[src/rtl/dac_stream_pkg.sv]
// Shared state type, default parameter values and divider width for the DAC code streamer.
package dac_stream_pkg;

  typedef enum logic {
    IDLE = 1'b0,
    RUN  = 1'b1
  } state_t;

  localparam int DIV_W          = 16;
  localparam int DEF_DATA_W     = 10;
  localparam int DEF_NCH        = 2;
  localparam int DEF_DEPTH      = 8;
  localparam int DEF_RESET_CODE = 0;
  localparam int DEF_STEP       = 1;

endpackage

[src/rtl/dac_stream_fifo.sv]
// Sample FIFO for the DAC code streamer: power-of-two depth, combinational read of the head entry.
module dac_stream_fifo
  import dac_stream_pkg::*;
#(
  parameter int WIDTH = DEF_DATA_W + 1,
  parameter int DEPTH = DEF_DEPTH,
  localparam int AW = $clog2(DEPTH)
) (
  input  logic             clk,
  input  logic             reset,
  input  logic             push,
  input  logic             pop,
  input  logic [WIDTH-1:0] wdata,
  output logic [WIDTH-1:0] rdata,
  output logic             full,
  output logic             empty,
  output logic [AW:0]      level
);

  logic [WIDTH-1:0] mem [DEPTH];
  logic [AW-1:0]    wr_ptr;
  logic [AW-1:0]    rd_ptr;
  logic             do_push;
  logic             do_pop;

  assign full    = (level == (AW + 1)'(DEPTH));
  assign empty   = (level == '0);
  assign do_push = push && !full;
  assign do_pop  = pop && !empty;
  assign rdata   = mem[rd_ptr];

  always_ff @(posedge clk) begin
    if (do_push) mem[wr_ptr] <= wdata;
  end

  // Pointers wrap naturally because DEPTH is a power of two.
  always_ff @(posedge clk) begin
    if (reset) begin
      wr_ptr <= '0;
      rd_ptr <= '0;
      level  <= '0;
    end else begin
      if (do_push) wr_ptr <= wr_ptr + 1'b1;
      if (do_pop)  rd_ptr <= rd_ptr + 1'b1;
      if (do_push && !do_pop)      level <= level + 1'b1;
      else if (!do_push && do_pop) level <= level - 1'b1;
    end
  end

endmodule

[src/rtl/dac_code_streamer.sv]
// Streams queued per-channel codes to DAC inputs at a programmable tick rate.
// Optional build macro DAC_SLEW_LIMIT_EN: codes walk toward their targets by at most STEP per tick.
module dac_code_streamer
  import dac_stream_pkg::*;
#(
  parameter int                DATA_W     = DEF_DATA_W,
  parameter int                NCH        = DEF_NCH,
  parameter int                DEPTH      = DEF_DEPTH,
  parameter logic [DATA_W-1:0] RESET_CODE = DATA_W'(DEF_RESET_CODE),
  parameter int                STEP       = DEF_STEP,
  localparam int               CH_W       = (NCH > 1) ? $clog2(NCH) : 1,
  localparam int               LVL_W      = $clog2(DEPTH) + 1
) (
  input  logic                  clk,
  input  logic                  reset,
  input  logic                  en,
  input  logic [DIV_W-1:0]      div,
  input  logic                  in_valid,
  output logic                  in_ready,
  input  logic [DATA_W-1:0]     in_data,
  input  logic [CH_W-1:0]       in_ch,
  input  logic                  clr_underrun,
  output logic [NCH*DATA_W-1:0] dac_d,
  output logic                  dac_upd,
  output logic                  underrun,
  output logic [LVL_W-1:0]      level
);

  if (DEPTH < 2 || (DEPTH & (DEPTH - 1)) != 0) begin : g_depth_check
    $error("dac_code_streamer: DEPTH must be a power of two >= 2");
  end
  if (STEP < 1) begin : g_step_check
    $error("dac_code_streamer: STEP must be >= 1");
  end

  state_t            state;
  state_t            state_next;
  logic              tick;
  logic [DIV_W-1:0]  cnt;
  logic              full;
  logic              empty;
  logic              pop_ok;
  logic [DATA_W-1:0] pop_data;
  logic [CH_W-1:0]   pop_ch;
  logic [DATA_W-1:0] code      [NCH];
  logic [DATA_W-1:0] code_next [NCH];
  logic              upd_next;

  always_ff @(posedge clk) begin
    if (reset) state <= IDLE;
    else       state <= state_next;
  end

  always_comb begin
    state_next = state;
    tick       = 1'b0;
    case (state)
      IDLE: if (en) state_next = RUN;
      RUN: begin
        tick = (cnt == div);
        if (!en) state_next = IDLE;
      end
      default: state_next = IDLE;
    endcase
  end

  // A lowered div below the running count lets the counter roll over 16 bits before the next tick.
  always_ff @(posedge clk) begin
    if (reset || state != RUN || tick) cnt <= '0;
    else                               cnt <= cnt + 1'b1;
  end

  dac_stream_fifo #(
    .WIDTH(DATA_W + CH_W),
    .DEPTH(DEPTH)
  ) u_fifo (
    .clk  (clk),
    .reset(reset),
    .push (in_valid),
    .pop  (tick),
    .wdata({in_ch, in_data}),
    .rdata({pop_ch, pop_data}),
    .full (full),
    .empty(empty),
    .level(level)
  );

  assign in_ready = !full;
  assign pop_ok   = tick && !empty;

`ifdef DAC_SLEW_LIMIT_EN
  localparam logic [DATA_W-1:0] STEP_V = DATA_W'(STEP);

  logic [DATA_W-1:0] target      [NCH];
  logic [DATA_W-1:0] target_next [NCH];

  // The pop lands in the target first, so the same tick already steps toward the new value.
  always_comb begin
    upd_next = 1'b0;
    for (int k = 0; k < NCH; k++) begin
      target_next[k] = target[k];
      code_next[k]   = code[k];
      if (pop_ok && int'(pop_ch) == k) target_next[k] = pop_data;
      if (tick) begin
        if (target_next[k] > code[k])
          code_next[k] = ((target_next[k] - code[k]) > STEP_V) ? code[k] + STEP_V : target_next[k];
        else if (target_next[k] < code[k])
          code_next[k] = ((code[k] - target_next[k]) > STEP_V) ? code[k] - STEP_V : target_next[k];
      end
      if (code_next[k] != code[k]) upd_next = 1'b1;
    end
  end

  always_ff @(posedge clk) begin
    for (int k = 0; k < NCH; k++) begin
      if (reset) target[k] <= RESET_CODE;
      else       target[k] <= target_next[k];
    end
  end
`else
  // Channel numbers at or above NCH match no channel, so such samples are dropped.
  always_comb begin
    upd_next = 1'b0;
    for (int k = 0; k < NCH; k++) begin
      code_next[k] = code[k];
      if (pop_ok && int'(pop_ch) == k) begin
        code_next[k] = pop_data;
        if (pop_data != code[k]) upd_next = 1'b1;
      end
    end
  end
`endif

  always_ff @(posedge clk) begin
    if (reset) begin
      for (int k = 0; k < NCH; k++) code[k] <= RESET_CODE;
      dac_upd <= 1'b0;
    end else begin
      for (int k = 0; k < NCH; k++) code[k] <= code_next[k];
      dac_upd <= upd_next;
    end
  end

  // Setting wins over clearing when both land in the same cycle.
  always_ff @(posedge clk) begin
    if (reset)                underrun <= 1'b0;
    else if (tick && empty)   underrun <= 1'b1;
    else if (clr_underrun)    underrun <= 1'b0;
  end

  for (genvar k = 0; k < NCH; k++) begin : g_pack
    assign dac_d[k*DATA_W +: DATA_W] = code[k];
  end

endmodule

[config.mk]
export PLATFORM = sky130hd
export DESIGN_NAME = dac_code_streamer
export DESIGN_NICKNAME = d
export VERILOG_FILES = /design/src/rtl/dac_stream_pkg.sv /design/src/rtl/dac_stream_fifo.sv /design/src/rtl/dac_code_streamer.sv
export SDC_FILE = /design/constraint.sdc
export NUM_CORES = 1
export LEC_CHECK = 0
export ABC_AREA = 1
export CORE_MARGIN = 8
export CORE_UTILIZATION = 30
export CTS_CLUSTER_SIZE = 30
export DETAILED_ROUTE_END_ITERATION = 16
export PLACE_DENSITY_LB_ADDON = 0.25
export SLEW_MARGIN = 20
export SYNTH_ARGS = -nofsm -noshare
export SYNTH_HDL_FRONTEND = slang
export SYNTH_SLANG_ARGS = --single-unit
export TNS_END_PERCENT = 100
[constraint.sdc]
create_clock -name clk -period 3.6 [get_ports clk]
set_input_delay 0.72 -clock clk [delete_from_list [all_inputs] [get_ports clk]]
set_output_delay 0.72 -clock clk [all_outputs]
set_load 0.01 [all_outputs]
Word level (Yosys, flattened, before mapping)
Memory sizes are Yosys's and may differ from the RTL's. A register that Yosys moved wholly into a read port is not among the register bits.
Cells that the tools add are included.
{"block": "word_totals", "ram_bits": 108, "memories": 2, "word_cells": 59, "ff_bits": 29, "input_bits": 32, "output_inout_bits": 27}
{"memory": "u_fifo.mem", "depth": 8, "width": 11, "read_ports": 1, "rd_clocked_by_memory_dff": 1, "wr": 1, "line_no": "dac_stream_fifo.sv:20", "text": "logic [WIDTH-1:0] mem [DEPTH];"}
{"memory": "code", "depth": 2, "width": 10, "read_ports": 2, "rd_clocked_by_memory_dff": 0, "wr": 2, "line_no": "dac_code_streamer.sv:45", "text": "logic [DATA_W-1:0] code [NCH];"}
{"block": "classes", "n_reduce_logical": 16, "eq_ne": 4, "n_bitwise": 4, "add_sub_neg": 5, "mux": 21}
{"cell": "2-to-1 mux 10 bit", "count": 4}
{"cell": "!= test 10 bit", "count": 2}
{"cell": "adder 16 x 1 -> 16 bit, second input constant", "count": 1}
{"cell": "equality test 16 bit", "count": 1}
{"cell": "2-to-1 mux 1 bit", "count": 13}
{"cell": "2-to-1 mux 4 bit", "count": 2}
{"cell": "logical AND 1 bit", "count": 7}
{"cell": "adder 3 x 1 -> 3 bit, second input constant", "count": 2}
{"cell": "2-to-1 mux 3 bit", "count": 2}
{"cell": "adder 4 x 1 -> 4 bit, second input constant", "count": 1}
{"cell": "equality test 4 bit, second input constant", "count": 1}
{"cell": "logical NOT 1 bit", "count": 4}
{"cell": "logical NOT 4 bit", "count": 1}
{"cell": "nonzero test 2 bit", "count": 2}
{"cell": "subtractor 4 x 1 -> 4 bit, second input constant", "count": 1}
{"cell": "logical OR 1 bit", "count": 2}
{"cell": "NOT 1 bit", "count": 2}
{"cell": "bitwise OR 1 bit", "count": 2}

Depth between registers and ports, before layout
Gate-level depths: netlist of the first run.
{"block": "depth", "depth_word": 7, "depth_mapped": 17, "depth_no_buf": 17}

Cells and area by module
From an unflattened synthesis of the first run, not the netlist that was laid out.
{"block": "unflattened", "cells_unflattened": 764, "area_unflattened_um2": 6610.1}
{"module": "dac_stream_fifo", "n_inst": 1, "cells_per_inst": 391, "seq_area_each_um2": 2902.8, "area_per_inst_um2": 4245.3}
{"module": "dac_code_streamer", "n_inst": 1, "cells_per_inst": 373, "seq_area_each_um2": 780.7, "area_per_inst_um2": 2364.8}

Worst setup path before layout of the first run
Ideal clock, no wire load.
{"block": "synth_path", "path_type": "in2reg", "from": "input div[7]", "to": "register u_fifo.level[3]", "required_ns": 3.481, "path_buffers": 0, "slack_ns": 0.889, "setup_ns": 0.119, "path_stages": 16, "t_arrival_ns": 2.592, "cell_sequence": "nand2_1 > nand2_1 > nor4_1 > nand3_1 > nor2_2 > nand2_1 > ha_1 > inv_1 > ha_1 > a21o_1 > a21oi_1 > nor2_1 > nor2_1 > nand2_1 > o21ai_0 > a21oi_1"}
{"block": "synth_between", "elab_chain_len": 6, "elab_cells_between_ends": 8, "cone_classes": "eq/ne: 1; mux: 2; reduce/logical: 5"}
{"element": "from (decl)", "line_no": "dac_code_streamer.sv:17", "text": "input logic [DIV_W-1:0] div,"}
{"element": "equality test 16 bit (*)", "line_no": "dac_code_streamer.sv:60", "text": "tick = (cnt == div);"}
{"element": "2-to-1 mux 1 bit (*)", "line_no": "dac_code_streamer.sv:57", "text": "case (state)"}
{"element": "logical AND 1 bit (*)", "line_no": "dac_stream_fifo.sv:29", "text": "assign do_pop = pop && !empty;"}
{"element": "logical NOT 1 bit", "line_no": "dac_stream_fifo.sv:45", "text": "if (do_push && !do_pop) level <= level + 1'b1;"}
{"element": "logical AND 1 bit", "line_no": "dac_stream_fifo.sv:45"}
{"element": "2-to-1 mux 4 bit or nonzero test 2 bit (tied branches)"}
{"element": "to (signal assigned)", "line_no": "dac_stream_fifo.sv:45"}
{"element": "to (signal assigned)", "line_no": "dac_stream_fifo.sv:46", "text": "else if (!do_push && do_pop) level <= level - 1'b1;"}
{"element": "to (decl)", "line_no": "dac_stream_fifo.sv:17", "text": "output logic [AW:0] level"}
Every way passes the cells marked *; elsewhere a longest branch is shown, timed or not.
A chain may end at the register's enable or synchronous reset.

Final worst setup path of the first run
Same ends and word-level chain as after synthesis.

==> run metrics, run 1 <==
status=completed; Stages on worst setup path=18; CP top delay family=simple AND/OR/NAND/NOR gates; Max-Cap Viols=0; switch share=0.250; Post-synth EDFFs=88; Final HPWL DP=11000 um; first-pass GRT wire length=25800 um; Setup Buffers After CTS=0; Tmin final=2.97 ns; largest net degree at the start of global routing=50; Final period util=0.825; area delta synth->final=22.0%; area of the multi-input gates=2340 um2; layout cell share with drive strength beyond 1=0.0961; final WL=16300 um; Worst Min Path Start=underrun; Startpoint Class=input pin; Switching Power=920 uW; initial core utilization=0.304; synthesized area=6620 um2; initial DRC count=343; CP Data Required Time=3.92 ns; H-tree Lvls=4; vias per inst=4.44; Die X=165 um; worst skew pair latency=0.42 ns; setup tns final=0 ns; Global Route Usage Sum=0.124; Hold Violations, Final=0; drt wl/cell=14.3 um; clock power share=0.447; # IOs=59; Seq. cell area=3680 um2; fillers=2220; clock sinks=140; Layout Nets=890; FF+latch count, synth=140; vias in the first global route=5066; Critical Path Source=div[7]; critical path buffer and inverter count=3; Leakage Power=3.31 nW; hold crit path type=register to register; CP dominant cell by count=nand2_1; Syn Inst Count=779; post-synth cell types=36; WHS=0.464 ns; Post-synth top flop=edfxtp_1; max_slew headroom=0.510; RR Endpoint=u_fifo.level[3]; Flop pwr share=0.480; Clock Path Buffers=2; I/O Buffers=58; r2r worst-path depth=17; Clock transition at path regs=0.07 ns; Synth Net Count=818; Pint=2.76 mW; max incr delay on CP=0.48 ns; GR Overflow Total=0; routability cong.=0.816; most frequent cells in the layout=218 x nand2_1, 105 x inv_1, 91 x nor2_1, 88 x edfxtp_1, 59 x nand3_1; TritonCTS Buffers=17; number of antenna violations at the first check in global routing=0; core region area=21800 um2; worst path cell trace=clkdlybuf4s50_1, inv_1, nand2_1, nand2_1, nor4_1, nand3_1, nor2_2, nand2_1, ha_1, inv_1, ha_1, a21o_1, a21oi_1, nor2_1, nor2_1, nand2_1, o21ai_0, a21oi_1; reg-to-reg slack, setup=0.85 ns; die height=165 um; Hold Crit Depth=2; Arr. time, crit path=3.29 ns; Vias=5079; Clock Skews=0.0141 ns; final setup violation count=0; drt first pass iters=8; RSZ-0062 raised after global routing=no; CTS Hold Buffers Added=0; cts repair resizes=0; Die ar.=27100 um2; sequential element share of the synthesized area=0.557; power per cell area=456 nW/um2; worst-case vdd ir drop=0.327 mV; Worst-Margin Slew=0.734 ns; syn_area_per_cell=8.49 um2; CTS tree=built; antenna viol nets, final=0; worst setup path category=input pin to register; n_diodes=0; num rows=54; slowest CP cell=clkdlybuf4s50_1; Worst Path Max Fanout=3; Root Buffer Master=clkbuf_16; Synth warnings=0; f_max=337 MHz; Slew Viols, Final=0; origin of the critical flop-to-flop path=cnt[7]; WHS Endpoint=underrun; Logic pwr share=0.073; most common cell after layout, fill and taps aside=nand2_1; Critical Path End Type=register; remaining design rule violation count=0; post-synthesis async set-or-reset flop share=0
worst max path at each step:
| stage | endpoint | slack, ns |
|---|---|---|
| 2_1_floorplan | u_fifo.level[3] | 0.89 |
| 3_3_place_gp | u_fifo.level[3] | 0.26 |
| 3_5_place_dp | u_fifo.level[3] | 0.22 |
| 4_1_cts | u_fifo.level[3] | 0.68 |
| 5_1_grt | u_fifo.level[3] | 0.33 |
| 6_report | u_fifo.level[3] | 0.63 |
cell usage after synthesis (2+ instances only):
cell	count	area (um2)
a21oi_1	28	140
xor2_1	8	70.1
buf_2	3	15.0
buf_4	4	30.0
nor2_2	5	31.3
nand3_1	59	295
buf_1	4	15.0
inv_1	105	394
inv_2	12	45.0
nand2_1	218	818
a32o_1	2	20.0
xnor2_1	5	43.8
edfxtp_1	88	2640
nor4_1	2	12.5
nor2_1	91	342
or2_2	9	56.3
o21ai_0	17	85.1
ha_1	6	75.1
dfxtp_1	52	1040
o21ai_1	16	80.1
buf_6	7	78.8
nor3_1	6	30.0
nand4_1	12	75.1
clkbuf_1	3	11.3
nand3_2	5	50.1
nor3_2	2	20.0
cell families after synthesis:
group,Yosys count,synth area share
AO/OA/AOI/OAI,64,0.0503
AND/OR/NAND/NOR,417,0.272
buffers and inverters,138,0.0891
adder cells (fa/ha/maj),7,0.0144
flip-flops,140,0.557
XOR/XNOR,13,0.0172
power by group through the flow:
| stage | combinational (mW) | clock, mW | sequential, mW |
|---|---|---|---|
| finish | 0.269 | 1.64 | 1.77 |
| global route | 0.305 | 1.73 | 1.77 |
| CTS | 0.274 | 1.67 | 1.77 |
| detailed placement | 0.273 | 0 | 1.80 |
| global placement | 0.272 | 0 | 1.80 |
| floorplan | 0.149 | 0 | 1.80 |
registers in the layout (all words and copies together), names as in the netlist, named ones only:
register / flops
u_fifo.mem: 88
code: 20
cnt: 16
u_fifo.level: 4
u_fifo.rd_ptr: 3
u_fifo.wr_ptr: 3
dac_upd: 1
state: 1
underrun: 1
worst reg2reg max path: cells and delay by family (launching register included):
family | cells | cell delay [ns]
AND/OR/NAND/NOR | 9 | 1.01
adder cells (fa/ha/maj) | 2 | 0.46
buffers and inverters | 2 | 0.18
AO/OA/AOI/OAI | 4 | 0.53
flip-flops | 1 | 0.46
stage by stage:
stage	instance area [um2]	util	instances	worst slack, ns	power (mW)
after floorplan	6620	-	779	0.889	1.95
after global placement	7520	0.346	1112	0.257	2.07
after detailed placement	7520	0.346	1112	0.221	2.07
after CTS	8070	0.371	1144	0.675	3.71
after global routing	8070	0.371	1144	0.333	3.81
final	8070	0.371	1144	0.629	3.68
metal layers:
layer | wire length, um | vias to the layer above | track usage
met3 | 761 | 14 | 0.0329
met2 | 8150 | 96 | 0.220
met1 | 7210 | 2327 | 0.141
met5 | 0 | - | 0
li1 | - | 2642 | -
met4 | 219 | 0 | 0.0414
cell type report:
| class | count | share of cell area |
|---|---|---|
| Tap cell | 280 | 0.0434 |
| Inverter | 117 | 0.0544 |
| Clock buffer | 17 | 0.0527 |
| Clock inverter | 15 | 0.0161 |
| Sequential cell | 140 | 0.456 |
| Timing Repair Buffer | 74 | 0.0868 |
| Multi-Input combinational cell | 501 | 0.290 |
Note: power is estimated with default switching activity, not from simulation.
==> inputs of run 2 (changes only) <==
==> constraint.sdc (replaced) <==
create_clock -name clk -period 2.5 [get_ports clk]
set_input_delay 0.5 -clock clk [delete_from_list [all_inputs] [get_ports clk]]
set_output_delay 0.5 -clock clk [all_outputs]
set_load 0.01 [all_outputs]
==> run metrics, run 2 (same netlist as run 1, synthesis figures left out) <==
status=completed; Hold Violations, Final=0; Global Route Usage Sum=0.128; vias per inst=4.36; power per cell area=666 nW/um2; H-tree Lvls=4; Worst Min Path Start=underrun; worst skew pair latency=0.42 ns; final setup violation count=0; largest net degree at the start of global routing=50; slowest CP cell=clkdlybuf4s50_1; fillers=2209; vias in the first global route=5085; cell count after placement=1150; Clock Path Buffers=2; Finished Layout Cells=1186; CP Data Required Time=2.82 ns; total power=5.72 mW; antenna viol nets, final=0; CTS tree=built; initial core utilization=0.304; f_max=415 MHz; final WL=16700 um; Critical Path Source=div[0]; layout cell share with drive strength beyond 1=0.160; Tmin final=2.41 ns; max reg flops=88; most common cell after layout, fill and taps aside=nand2_1; worst setup path category=input pin to register; die height=165 um; Die ar.=27100 um2; Startpoint Class=input pin; max_slew headroom=0.616; clock sinks=140; Largest regs=u_fifo.mem (88), code (20), cnt (16); hold crit path type=register to register; Vias=5175; RSZ-0062 raised after global routing=yes; I/O Buffers=58; max incr delay on CP=0.47 ns; drt first pass iters=5; origin of the critical flop-to-flop path=cnt[7]; Design Area, Final=8580 um2; Cell Area, Placed=7820 um2; Arr. time, crit path=2.73 ns; WHS=0.478 ns; core region area=21800 um2; drt wl/cell=14.1 um; num rows=54; # IOs=59; routability cong.=0.823; Final period util=0.964; CTS Hold Buffers Added=0; most frequent cells in the layout=216 x nand2_1, 102 x inv_1, 90 x nor2_1, 88 x edfxtp_1, 58 x nand3_1; Worst Path Max Fanout=2; worst path cell trace=clkdlybuf4s50_1, inv_1, nor2_2, nor2_1, and3_1, nand3_2, nor2_4, nand2_1, ha_2, inv_2, buf_4, buf_4, fa_1, xor2_1, o21ai_1, inv_1; Root Buffer Master=clkbuf_16; number of antenna violations at the first check in global routing=0; setup tns final=0 ns; Die X=165 um; Worst-Margin Slew=0.576 ns; Reg with most FFs=u_fifo.mem; Final HPWL DP=11400 um; Clock Skews=0.00872 ns; n_diodes=0; Max-Cap Viols=0; GR Overflow Total=0; Slew Viols, Final=0; area delta synth->final=29.6%; Critical Path End Type=register; Leakage Power=3.61 nW; Layout Nets=932; worst-case vdd ir drop=0.517 mV; Clock transition at path regs=0.06 ns; TritonCTS Buffers=17; first-pass GRT wire length=26600 um; initial DRC count=324; remaining design rule violation count=0
## run 2: cell count changes in the layout (fill, tap and decap cells not counted), sizes merged
cell and change:
dlymetal6s2s +6, bufinv +4, buf +42, clkinvlp +1
dlygate4sd2 +3, clkinv -4, inv -2, clkdlybuf4s50 -9
clkbuf +1
## run 2: per-stage QoR
stage                     utilization  setup WS (ns)
after global routing            0.394        -0.0742
final                           0.394         0.0893
after detailed placement        0.359         -0.590
after floorplan                     -        0.00884
after global placement          0.359         -0.561
after CTS                       0.390         0.0146
## run 2: critical path, delay by kind of cell
kind            cells  cell delay, ns
buf+inv             6            0.89
compound gates      1            0.13
xor+xnor            1            0.15
fa+ha+maj           2            0.54
simple gates        6            0.51
## run 2: final timing paths
kind	end	slack, ns	cells after the start
setup reg to reg	u_fifo.level[3]	0.15	17
setup / recovery	u_fifo.level[2]	0.09	16
hold / removal	underrun	0.48	2
hold reg to reg	underrun	0.48	2
## run 2: area by class of cell
type / instances / area (um2) / area share
flip-flops and latches: 140 / 3690 / 0.430
multi-input cells: 501 / 2420 / 0.282
repair buffers: 116 / 1040 / 0.121
inverters: 117 / 439 / 0.0512
clock buffers: 18 / 429 / 0.0500
well taps: 280 / 350 / 0.0408
clock inverters: 14 / 208 / 0.0242
## run 2: metal layers
metal / track usage / vias to the layer above / routed length (um)
met5: 0 / - / 0
met1: 0.152 / 2340 / 7370
met2: 0.223 / 90 / 8410
li1: - / 2726 / -
met3: 0.0312 / 19 / 663
met4: 0.0434 / 0 / 233
## run 2: repair_timing
| item | 4_1_cts | 5_1_grt |
|---|---|---|
| setup endpoints to repair | 3 | 3 |
| resized for setup | 10 | 24 |
| setup buffers | 1 | 3 |
| pin swaps | 10 | 15 |
## run 2: power breakdown
part | internal, mW | switching, mW | total, mW
logic | 0.195 | 0.249 | 0.443
registers | 2.52 | 0.0287 | 2.55
clock network | 1.69 | 1.03 | 2.73
